<file path="src/rtl/uart_matrix_loader.sv">
// Turns completed UART frames into a row-major stream of element writes,
// filling matrix A and then matrix B, with framing checks and a done/ack handshake.
module uart_matrix_loader #(
    parameter int N      = 2,
    parameter int ADDR_W = 3,
    parameter int ERR_W  = 4
) (
    input  logic              clk,
    input  logic              rst,
    input  logic              rx_status,
    input  logic [9:0]        rx_frame,
    input  logic              load_ack,
    output logic              wr_en,
    output logic [ADDR_W-1:0] wr_addr,
    output logic [7:0]        wr_data,
    output logic              mat_sel,
    output logic              load_done,
    output logic              busy,
    output logic [ERR_W-1:0]  err_count
);

    typedef enum logic [1:0] {
        ST_LOAD  = 2'd0,
        ST_CHECK = 2'd1,
        ST_DONE  = 2'd2
    } state_t;

    localparam logic [ADDR_W-1:0] B_BASE  = ADDR_W'(N * N);
    localparam logic [ADDR_W-1:0] LAST_IX = ADDR_W'(2 * N * N - 1);
    localparam logic [ERR_W-1:0]  ERR_MAX = {ERR_W{1'b1}};

    // A frame is well formed when the start bit is low and the stop bit is high.
    function automatic logic frame_ok(input logic [9:0] f);
        return (f[0] == 1'b0) && (f[9] == 1'b1);
    endfunction

    state_t              state_r;
    logic [ADDR_W-1:0]   index_r;
    logic [9:0]          frame_q_r;
    logic                s1_r, s2_r, s3_r;
    logic                frame_end_s;
    logic                frame_valid_s;
    logic                wr_en_r;
    logic [ADDR_W-1:0]   wr_addr_r;
    logic [7:0]          wr_data_r;
    logic                mat_sel_r;
    logic                load_done_r;
    logic                busy_r;
    logic [ERR_W-1:0]    err_count_r;

    // Falling edge of the synchronised busy flag marks a completed frame.
    always_comb begin
        frame_end_s   = s3_r & ~s2_r;
        frame_valid_s = frame_ok(frame_q_r);
    end

    // Two-flop synchroniser for rx_status plus a history flop for edge detection.
    always_ff @(posedge clk) begin
        if (!rst) begin
            s1_r <= 1'b0;
            s2_r <= 1'b0;
            s3_r <= 1'b0;
        end else begin
            s1_r <= rx_status;
            s2_r <= s1_r;
            s3_r <= s2_r;
        end
    end

    // Load sequencer: latch frame, validate, emit one write, track completion.
    always_ff @(posedge clk) begin
        if (!rst) begin
            state_r     <= ST_LOAD;
            index_r     <= {ADDR_W{1'b0}};
            frame_q_r   <= 10'd0;
            wr_en_r     <= 1'b0;
            wr_addr_r   <= {ADDR_W{1'b0}};
            wr_data_r   <= 8'd0;
            mat_sel_r   <= 1'b0;
            load_done_r <= 1'b0;
            busy_r      <= 1'b0;
            err_count_r <= {ERR_W{1'b0}};
        end else begin
            wr_en_r <= 1'b0;
            case (state_r)
                ST_LOAD: begin
                    if (frame_end_s) begin
                        frame_q_r <= rx_frame;
                        state_r   <= ST_CHECK;
                    end else begin
                        state_r   <= ST_LOAD;
                    end
                end
                ST_CHECK: begin
                    if (frame_valid_s) begin
                        wr_en_r   <= 1'b1;
                        wr_addr_r <= index_r;
                        wr_data_r <= frame_q_r[8:1];
                        mat_sel_r <= (index_r >= B_BASE);
                        busy_r    <= 1'b1;
                        if (index_r == LAST_IX) begin
                            state_r <= ST_DONE;
                        end else begin
                            index_r <= index_r + {{(ADDR_W-1){1'b0}}, 1'b1};
                            state_r <= ST_LOAD;
                        end
                    end else begin
                        if (err_count_r != ERR_MAX) begin
                            err_count_r <= err_count_r + {{(ERR_W-1){1'b0}}, 1'b1};
                        end else begin
                            err_count_r <= err_count_r;
                        end
                        state_r <= ST_LOAD;
                    end
                end
                ST_DONE: begin
                    // load_done must be visible for at least one cycle before an ack can release it.
                    busy_r <= 1'b0;
                    if (load_done_r && load_ack) begin
                        load_done_r <= 1'b0;
                        index_r     <= {ADDR_W{1'b0}};
                        state_r     <= ST_LOAD;
                    end else begin
                        load_done_r <= 1'b1;
                        state_r     <= ST_DONE;
                    end
                end
                default: begin
                    state_r <= ST_LOAD;
                end
            endcase
        end
    end

    assign wr_en     = wr_en_r;
    assign wr_addr   = wr_addr_r;
    assign wr_data   = wr_data_r;
    assign mat_sel   = mat_sel_r;
    assign load_done = load_done_r;
    assign busy      = busy_r;
    assign err_count = err_count_r;

endmodule

</file>
<file path="config.mk">
export PLATFORM = sky130hd
export DESIGN_NAME = uart_matrix_loader
export DESIGN_NICKNAME = d
export VERILOG_FILES = /design/src/rtl/uart_matrix_loader.sv
export SDC_FILE = /design/constraint.sdc
export NUM_CORES = 1
export LEC_CHECK = 0
export BUFFER_PORTS_ARGS = -buffer_cell sky130_fd_sc_hd__buf_2
export CAP_MARGIN = 0
export CORE_AREA = 2 2 58 60
export CTS_CLUSTER_SIZE = 14
export DETAILED_ROUTE_END_ITERATION = 10
export DIE_AREA = 0 0 60 62
export PLACE_DENSITY = 0.75
export REMOVE_ABC_BUFFERS = 1
export SLEW_MARGIN = 10
export SYNTH_ARGS = -nofsm -noshare
export SYNTH_HDL_FRONTEND = slang
export SYNTH_SLANG_ARGS = --single-unit
</file>
<file path="constraint.sdc">
create_clock -name clk -period 1.3 [get_ports clk]
set_input_delay 0.195 -clock clk [delete_from_list [all_inputs] [get_ports clk]]
set_output_delay 0.195 -clock clk [all_outputs]
set_load 0.005 [all_outputs]
</file>
==> results of run 1 <==
## flip-flops by register name (all words and copies together), names as in the netlist
register / flops
busy: 1
err_count: 4
frame_q_r: 10
index_r: 3
load_done: 1
mat_sel: 1
s1_r: 1
s2_r: 1
s3_r: 1
state_r: 2
wr_addr: 3
wr_data: 8
wr_en: 1
## synthesized netlist by cell type
| cell | n |
|---|---|
| nor2b_1 | 1 |
| a21oi_1 | 26 |
| nand3_1 | 3 |
| nand2_1 | 47 |
| inv_1 | 2 |
| and2b_1 | 1 |
| a22oi_1 | 1 |
| dfxtp_1 | 37 |
| nand4bb_1 | 1 |
| and2_1 | 3 |
| ha_1 | 4 |
| nor3b_1 | 1 |
| mux2i_1 | 1 |
| a211oi_1 | 1 |
| nor4b_2 | 1 |
| a31oi_1 | 1 |
| or3_1 | 1 |
| o21ai_0 | 2 |
| o211ai_1 | 2 |
| nand3_2 | 1 |
| nor2_1 | 9 |
| nand4b_1 | 1 |
| xor2_1 | 1 |
| mux2_1 | 1 |
| clkinv_1 | 1 |
| clkbuf_1 | 3 |
| buf_2 | 3 |
| or4b_1 | 1 |
| buf_4 | 1 |
| nand2b_1 | 2 |
## routing by layer
metal | up-vias | GRT usage, %
li1 | 631 | -
met1 | 545 | 18.9
met2 | 30 | 25.2
met3 | 2 | 4.97
met4 | 0 | 7.62
met5 | - | 0
## area by class of cell
cell class	instances	area share, %
Multi-Input combinational cell	113	35.1
Tap cell	46	3.17
Inverter	3	0.621
Timing Repair Buffer	49	15.8
Clock inverter	2	1.93
Sequential cell	37	41.3
Clock buffer	5	2.07
## power groups by stage
stage / clock (mW) / combinational [mW] / sequential [mW]
3_3_place_gp: 0 / 0.0666 / 1.18
5_1_grt: 0.816 / 0.0820 / 1.15
6_report: 0.749 / 0.0727 / 1.15
4_1_cts: 0.773 / 0.0678 / 1.15
3_5_place_dp: 0 / 0.0675 / 1.18
2_1_floorplan: 0 / 0.0292 / 1.18
## stage by stage
stage	setup TNS (ns)	instances
6_report	-0.00320	255
5_1_grt	-0.314	255
4_1_cts	0	252
3_5_place_dp	-0.0307	244
3_3_place_gp	0	244
2_1_floorplan	-3.64	153
## placed cells by master, fill, tap and decap left out, drive strengths merged, types with 2 or more instances in the layout
cell type / instances
a21oi: 26
and2: 3
buf: 49
clkbuf: 5
clkinv: 2
dfxtp: 37
ha: 4
inv: 2
nand2: 47
nand2b: 2
nand3: 4
nor2: 9
o211ai: 2
o21ai: 2
## how the worst min path moves through the flow
stage	startpoint	endpoint	slack (ns)	depth (start not counted)
floorplan	rst	s1_r	0.32	1
global placement	rx_status	s1_r	0.40	2
detailed placement	rx_status	s1_r	0.41	2
CTS	rx_status	s1_r	0.05	2
global route	rx_status	s1_r	0.05	2
finish	rx_status	s1_r	0.07	2
## logic make-up after synthesis
family / synth area share [%]
simple gates: 24.5
mux: 1.54
xor+xnor: 0.634
flops: 53.6
compound gates: 12.8
fa+ha+maj: 3.62
buf+inv: 3.26
## what timing repair did
action / in CTS / in global routing
pin swaps: 1 / 3
gates resized for setup: 3 / 20
cloned: 0 / 2
endpoints found under the setup margin: 1 / 28
setup buffers: 1 / 1
==> run metrics, run 1 <==
via count=1,208; endpoints failing setup=1; core area=0.00318 mm^2; switching fraction of total power=20.5%; CTS max path bufs=2; post-cts hold buffer count=0; count of cell types in the netlist=30; first-pass GRT wire length=4280 um; Worst Hold Class=in -> reg; Fmax=0.767 GHz; Mean Syn Cell Area=8.63 um^2; Routability Congestion=0.728; P_sw=403 uW; Num CTS Buffers=5; floorplan row count=21; Sink Count=37; startpoint types=flop; layout cells sized above 1=36.4%; top sig layer=met4; Clk pin slew, worst setup/hold paths=0.12 ns; drt wl/cell=11.1 um; filler instances=305; cell taking the most area after synthesis=dfxtp_1; Layout area overhead=31.3%; number of port buffers=32; gr ovfl total=0; FF/Latch Area=749 um^2; Synth top area share=53.6%; pre-CTS worst setup slack=-0.0307 ns; largest net degree at the start of global routing=31; WL met3=114 um; number of cells on the critical path=5; critical path cell sequence=ha_1 -> ha_2 -> nor2_2 -> mux2_4 -> nor2_1; clock skew after layout=0.0211 ns; Worst-Margin Slew=0.310 ns; post-layout util=57.1%; Tmin final=1.30 ns; crit path to=index_r[0]; failing checks=setup timing; DP Area=0.00166 mm^2; DP HPWL=1870 um; Critical Path RT=1.58 ns; critical path startpoint=index_r[0]; reg2reg start=index_r[0]; sequential area share after synthesis=53.6%; GRT Util Overall=15.6%; Multi-input gate area=637 um^2; unrepaired setup endpoints after global routing=true; crit-path max cell delay=0.34 ns; Final Hold Fails=0; Reg power frac=58.3%; ANT nets after route=0; combinational power share=3.7%; H-tree levels=2; Root Driver=clkbuf_4; WHS=0.0733 ns; outcome=complete, but fails checks; Final Worst Setup Slack=-0.00320 ns; Ant. Diodes=0; family with the most delay on the worst path=adder cells; R2R depth=5; vias in the first global route=1,025; critical path fanouts, max=2; FF-to-FF setup slack=-0.003 ns; Yosys Warn Count=0; max cap viols=0; Mapped Cells=160; Final period util=100%; slowest cell on the critical path=dfxtp_2; Area contributors post-synth=dfxtp_1 54%, nand2_1 13%, a21oi_1 9.4%, ha_1 3.6%, nor2_1 2.4%; Arr. time, crit path=1.58 ns; metal2 WL=1480 um; #FFs+latches synth=37; antenna violations before repair=0; final net count=227; post-route cell area=0.00181 mm^2; Pre-Repair DR Iteration Count=4; initial DRC count=44; Pleak=0.756 nW; met1 WL=1220 um; DIE AREA=0.00372 mm^2; WL final=2830 um; Crit. End Element=flop; VDD IR max=0.834 mV; power per cell area=1090 mW/mm^2; Setup CP Type=reg -> reg; Pint=1.57 mW; Buf/Inv on CP=0; vias per inst=4.74; Max Slew Vio Count=0; Initial Util=43.4%; Die Ht=62 um; relative slew slack=79.4%; CTS tree=built; die width=60 um; mapped cell area=0.00138 mm^2; I/O pin cnt=33; Total Power=1.97 mW; Clock Power Share=38.0%; reg2reg end=index_r[0]; DRC Markers=0; worst-skew pair later-pin latency=0.34 ns
Power figures use the tool's default switching activity.
==> run 2, diff against run 1 <==
--- a/config.mk
+++ b/config.mk
@@ -13,6 +13,7 @@
 export DIE_AREA = 0 0 60 62
 export PLACE_DENSITY = 0.75
 export REMOVE_ABC_BUFFERS = 1
+export SETUP_SLACK_MARGIN = 0.1
 export SLEW_MARGIN = 10
 export SYNTH_ARGS = -nofsm -noshare
 export SYNTH_HDL_FRONTEND = slang
==> run 2 against run 1 <==
Net effect: the run now ends clean; global-route usage grew 1.9 points; die area unchanged; highest routed layer unchanged; core utilization grew 3.7 points; clock power up 1%.
==> run metrics, run 2 (synthesis results as in run 1) <==
number of port buffers=32; DIE AREA=0.00372 mm^2; die width=60 um; relative slew slack=79.1%; Num CTS Buffers=5; Ant. Diodes=0; core area=0.00318 mm^2; WL final=3040 um; GRT Util Overall=17.5%; Sink Count=37; vias in the first global route=1,103; VDD IR max=0.839 mV; largest net degree at the start of global routing=31; WHS=0.0695 ns; power per cell area=1030 mW/mm^2; Crit. End Element=flop; filler instances=290; family with the most delay on the worst path=flip-flops; CTS max path bufs=2; Multi-input gate area=696 um^2; gr ovfl total=0; highest-count cells in the layout ignoring fill and taps=42 x nand2_1, 32 x buf_2, 28 x dfxtp_1; final net count=231; Critical Path RT=1.59 ns; startpoint types=flop; Arr. time, crit path=1.56 ns; layout cells sized above 1=41.3%; initial DRC count=36; commonest non-fill, non-tap cell in the layout=nand2_1; Max Slew Vio Count=0; DP HPWL=1870 um; critical path fanouts, max=2; max cap viols=0; Total Power=1.99 mW; unrepaired setup endpoints after global routing=true; critical path cell sequence=ha_4 -> ha_4 -> nor2_4 -> mux2_4 -> nor2_2; ANT nets after route=0; Routability Congestion=0.728; Tmin final=1.28 ns; Setup CP Type=reg -> reg; outcome=finished, final reports clean; Final Hold Fails=0; Final Worst Setup Slack=0.0237 ns; first-pass GRT wire length=4770 um; GR Layer Usage met3=4.97%; FF/Latch Area=754 um^2; Worst Hold Class=in -> reg; max reg flops=10; DRC Markers=0; Fmax=0.784 GHz; I/O pin cnt=33; crit-path max cell delay=0.36 ns; vias per inst=4.86; floorplan row count=21; final setup TNS=0 ns; clock skew after layout=0.0209 ns; Root Driver=clkbuf_4; Clk pin slew, worst setup/hold paths=0.12 ns; Pre-Repair DR Iteration Count=5; Final period util=98.2%; Die Ht=62 um; CTS tree=built; worst-skew pair later-pin latency=0.34 ns; slowest cell on the critical path=dfxtp_2; Initial Util=43.4%; met1 Use GR=20.5%; Critical Path Most Common Cell=ha_4; largest reg by FF count=frame_q_r; drt wl/cell=11.7 um; endpoints failing setup=0; met2 capacity usage during global routing=30.0%; Pleak=0.786 nW; via count=1,260; antenna violations before repair=0; pre-CTS worst setup slack=-0.0307 ns; Worst-Margin Slew=0.314 ns; busiest grt layer=met2; Buf/Inv on CP=0; H-tree levels=2; Layout area overhead=39.9%
## run 2: cell count changes in the layout (fill, tap and decap cells not counted), sizes merged
cell,delta
buf,+4
## run 2: timing repair
action,in CTS,in global routing
endpoints found under the setup margin,21,31
buffers inserted,6,0
hold buffers,0,0
cloned,1,1
resized for setup,22,21
pin swaps,11,6
## run 2: path summary, 6_finish.rpt
path | start | end | slack, ns | cells past startpoint
min reg2reg | s1_r | s2_r | 0.45 | 1
max reg2reg | index_r[1] | index_r[0] | 0.02 | 5
min | rx_status | s1_r | 0.07 | 2
max | index_r[1] | index_r[0] | 0.02 | 5
## run 2: cell type report
| cell class | count | share of cell area (%) |
|---|---|---|
| sequential | 37 | 39.1 |
| multi-input combinational | 113 | 36.0 |
| timing repair buffer | 53 | 17.6 |
| tap | 46 | 2.98 |
| clock buffer | 5 | 1.94 |
| clock inverter | 2 | 1.81 |
| inverter | 3 | 0.583 |
## run 2: worst reg2reg max path: stages (launching register included)
cell     delay [ns]
dfxtp_2        0.36
ha_4           0.16
ha_4           0.16
nor2_4         0.12
mux2_4         0.31
nor2_2         0.10
## run 2: routing by layer
metal,wire (um),part of all wire (%)
met5,0,0
met4,45,1.5
met3,92,3.0
met2,1550,51
met1,1350,45
## run 2: where the power goes
part           switching (mW)  internal [mW]  leakage, nW
clock                   0.366          0.392       0.0410
combinational          0.0408         0.0377        0.441
sequential            0.00705           1.14        0.304
total                   0.414           1.57        0.786
## run 2: metrics by stage
stage / util (%) / cells / instance area (um^2)
after floorplan: - / 153 / 1350
after detailed placement: 52.3 / 244 / 1660
after global routing: 60.8 / 259 / 1930
final: 60.8 / 259 / 1930
after global placement: 52.3 / 244 / 1660
after CTS: 58.2 / 258 / 1850
==> run 3, diff against run 2 <==
--- a/config.mk
+++ b/config.mk
@@ -7,10 +7,12 @@
 export LEC_CHECK = 0
 export BUFFER_PORTS_ARGS = -buffer_cell sky130_fd_sc_hd__buf_2
 export CAP_MARGIN = 0
-export CORE_AREA = 2 2 58 60
+export CELL_PAD_IN_SITES_DETAIL_PLACEMENT = 1
+export CELL_PAD_IN_SITES_GLOBAL_PLACEMENT = 1
+export CORE_AREA = 2 2 67 69
 export CTS_CLUSTER_SIZE = 14
 export DETAILED_ROUTE_END_ITERATION = 10
-export DIE_AREA = 0 0 60 62
+export DIE_AREA = 0 0 69 71
 export PLACE_DENSITY = 0.75
 export REMOVE_ABC_BUFFERS = 1
 export SETUP_SLACK_MARGIN = 0.1
==> run 3 against run 2 <==
Net effect: the flow now finishes with violations (setup timing); first-iteration DRC count grew 50%; core utilization down 11 points; clock-buffer cell count rose by 1; register-to-register slack worse by 0.04 ns; sequential power about the same; total power grew 2.2%; critical path depth is 1 lower.
==> run metrics, run 3 (synthesis results as in run 1) <==
Pre-Repair DR Iteration Count=4; post-route cell area=0.00210 mm^2; Clk pin slew, worst setup/hold paths=0.07 ns; vias in the first global route=1,220; reg2reg end=frame_q_r[9]; reg2reg start=state_r[1]; I/O pin cnt=33; antenna violations before repair=0; clock skew after layout=0.00467 ns; Worst Hold Class=in -> reg; DP HPWL=2370 um; FF/Latch Area=754 um^2; power per cell area=966 mW/mm^2; WL final=4050 um; via count=1,309; Die Ht=71 um; worst-skew pair later-pin latency=0.29 ns; first-pass GRT wire length=5710 um; Arr. time, crit path=1.49 ns; WHS=0.106 ns; GRT Util Overall=14.9%; hold-critical path depth=2; vias per inst=4.87; CTS tree=built; endpoints failing setup=6; final net count=234; Root Driver=clkbuf_8; number of port buffers=32; Final period util=101%; Sink Count=37; Pleak=0.851 nW; ANT nets after route=0; largest net degree at the start of global routing=31; R2R depth=4; Final Hold Fails=0; DP Area=0.00171 mm^2; Layout area overhead=52.2%; DRC Markers=0; DIE AREA=0.00490 mm^2; layout cells sized above 1=50.7%; gr ovfl total=0; H-tree levels=2; min-delay src=rx_status; die width=69 um; floorplan row count=24; highest-count cells in the layout ignoring fill and taps=32 x nand2_1, 32 x buf_2, 28 x dfxtp_1; Multi-input gate area=792 um^2; max reg flops=10; Total Power=2.03 mW; FF-to-FF setup slack=-0.01 ns; post-layout util=50.0%; VDD IR max=0.407 mV; pre-CTS worst setup slack=-0.0483 ns; unrepaired setup endpoints after global routing=true; Initial Util=32.9%; post-cts hold buffer count=0; relative slew slack=83.7%; max cap viols=0; Num CTS Buffers=5; core area=0.00420 mm^2; Ant. Diodes=0; Max Slew Vio Count=0; largest reg by FF count=frame_q_r; critical path fanouts, max=7; Routability Congestion=0.731; Setup CP Type=reg -> reg; startpoint types=flop; Crit. End Element=flop; Tmin final=1.31 ns; Final Worst Setup Slack=-0.0130 ns; drt wl/cell=15.1 um; Worst Hold End=s1_r; Fmax=0.762 GHz; initial DRC count=54; filler instances=493; failing checks=setup timing; CTS max path bufs=2; outcome=complete, but fails checks; Critical Path RT=1.48 ns; Worst-Margin Slew=0.244 ns
[run 3: cell types whose count changed in the layout (fill, tap and decap cells not counted), sizes merged]
cell	before	now
buf	53	56
clkinv	2	3
bufinv	1	0
clkbuf	5	6
[run 3: cell type report]
cell class                 count  share of cell area, %
multi-input combinational    113                   37.7
tap                           52                   3.10
clock inverter                 2                  0.476
inverter                       3                  0.536
sequential                    37                   35.9
timing repair buffer          56                   18.9
clock buffer                   6                   3.45
[run 3: critical path, cell delays in order, from the launching register on]
cell and delay [ns]:
dfxtp_4 0.38, or4b_4 0.53, buf_8 0.18, nand2_2 0.06
a21oi_1 0.06
[run 3: how the worst max path moves through the flow]
stage	from	to	slack [ns]	cells after the start
floorplan	state_r[1]	index_r[0]	-0.31	4
global placement	index_r[0]	index_r[0]	0.02	5
detailed placement	index_r[0]	index_r[0]	-0.05	5
CTS	state_r[0]	frame_q_r[7]	0.01	4
global route	frame_q_r[0]	wr_data[5]	-0.06	5
finish	state_r[1]	frame_q_r[9]	-0.01	4
[run 3: what timing repair did]
action,4_1_cts,5_1_grt
buffers inserted,2,4
gates resized for setup,21,48
setup endpoints to repair,28,31
cloned,2,0
pin swaps,6,16
[run 3: where the power goes]
group / leakage, nW / internal, mW / switching (mW)
registers: 0.304 / 1.14 / 0.00975
logic: 0.502 / 0.0466 / 0.0518
clock network: 0.0450 / 0.371 / 0.409
[run 3: layer usage]
layer | vias up | part of all wire (%) | global-route usage [%]
li1 | 639 | - | -
met4 | 0 | 1.7 | 5.88
met3 | 6 | 3.6 | 4.99
met5 | - | 0 | 0
met2 | 26 | 54 | 24.6
met1 | 638 | 41 | 18.0
[run 3: per-stage QoR]
step | instances | setup TNS (ns)
2_1_floorplan | 153 | -3.64
3_3_place_gp | 253 | 0
3_5_place_dp | 253 | -0.0812
4_1_cts | 265 | 0
5_1_grt | 269 | -0.353
6_report | 269 | -0.0399
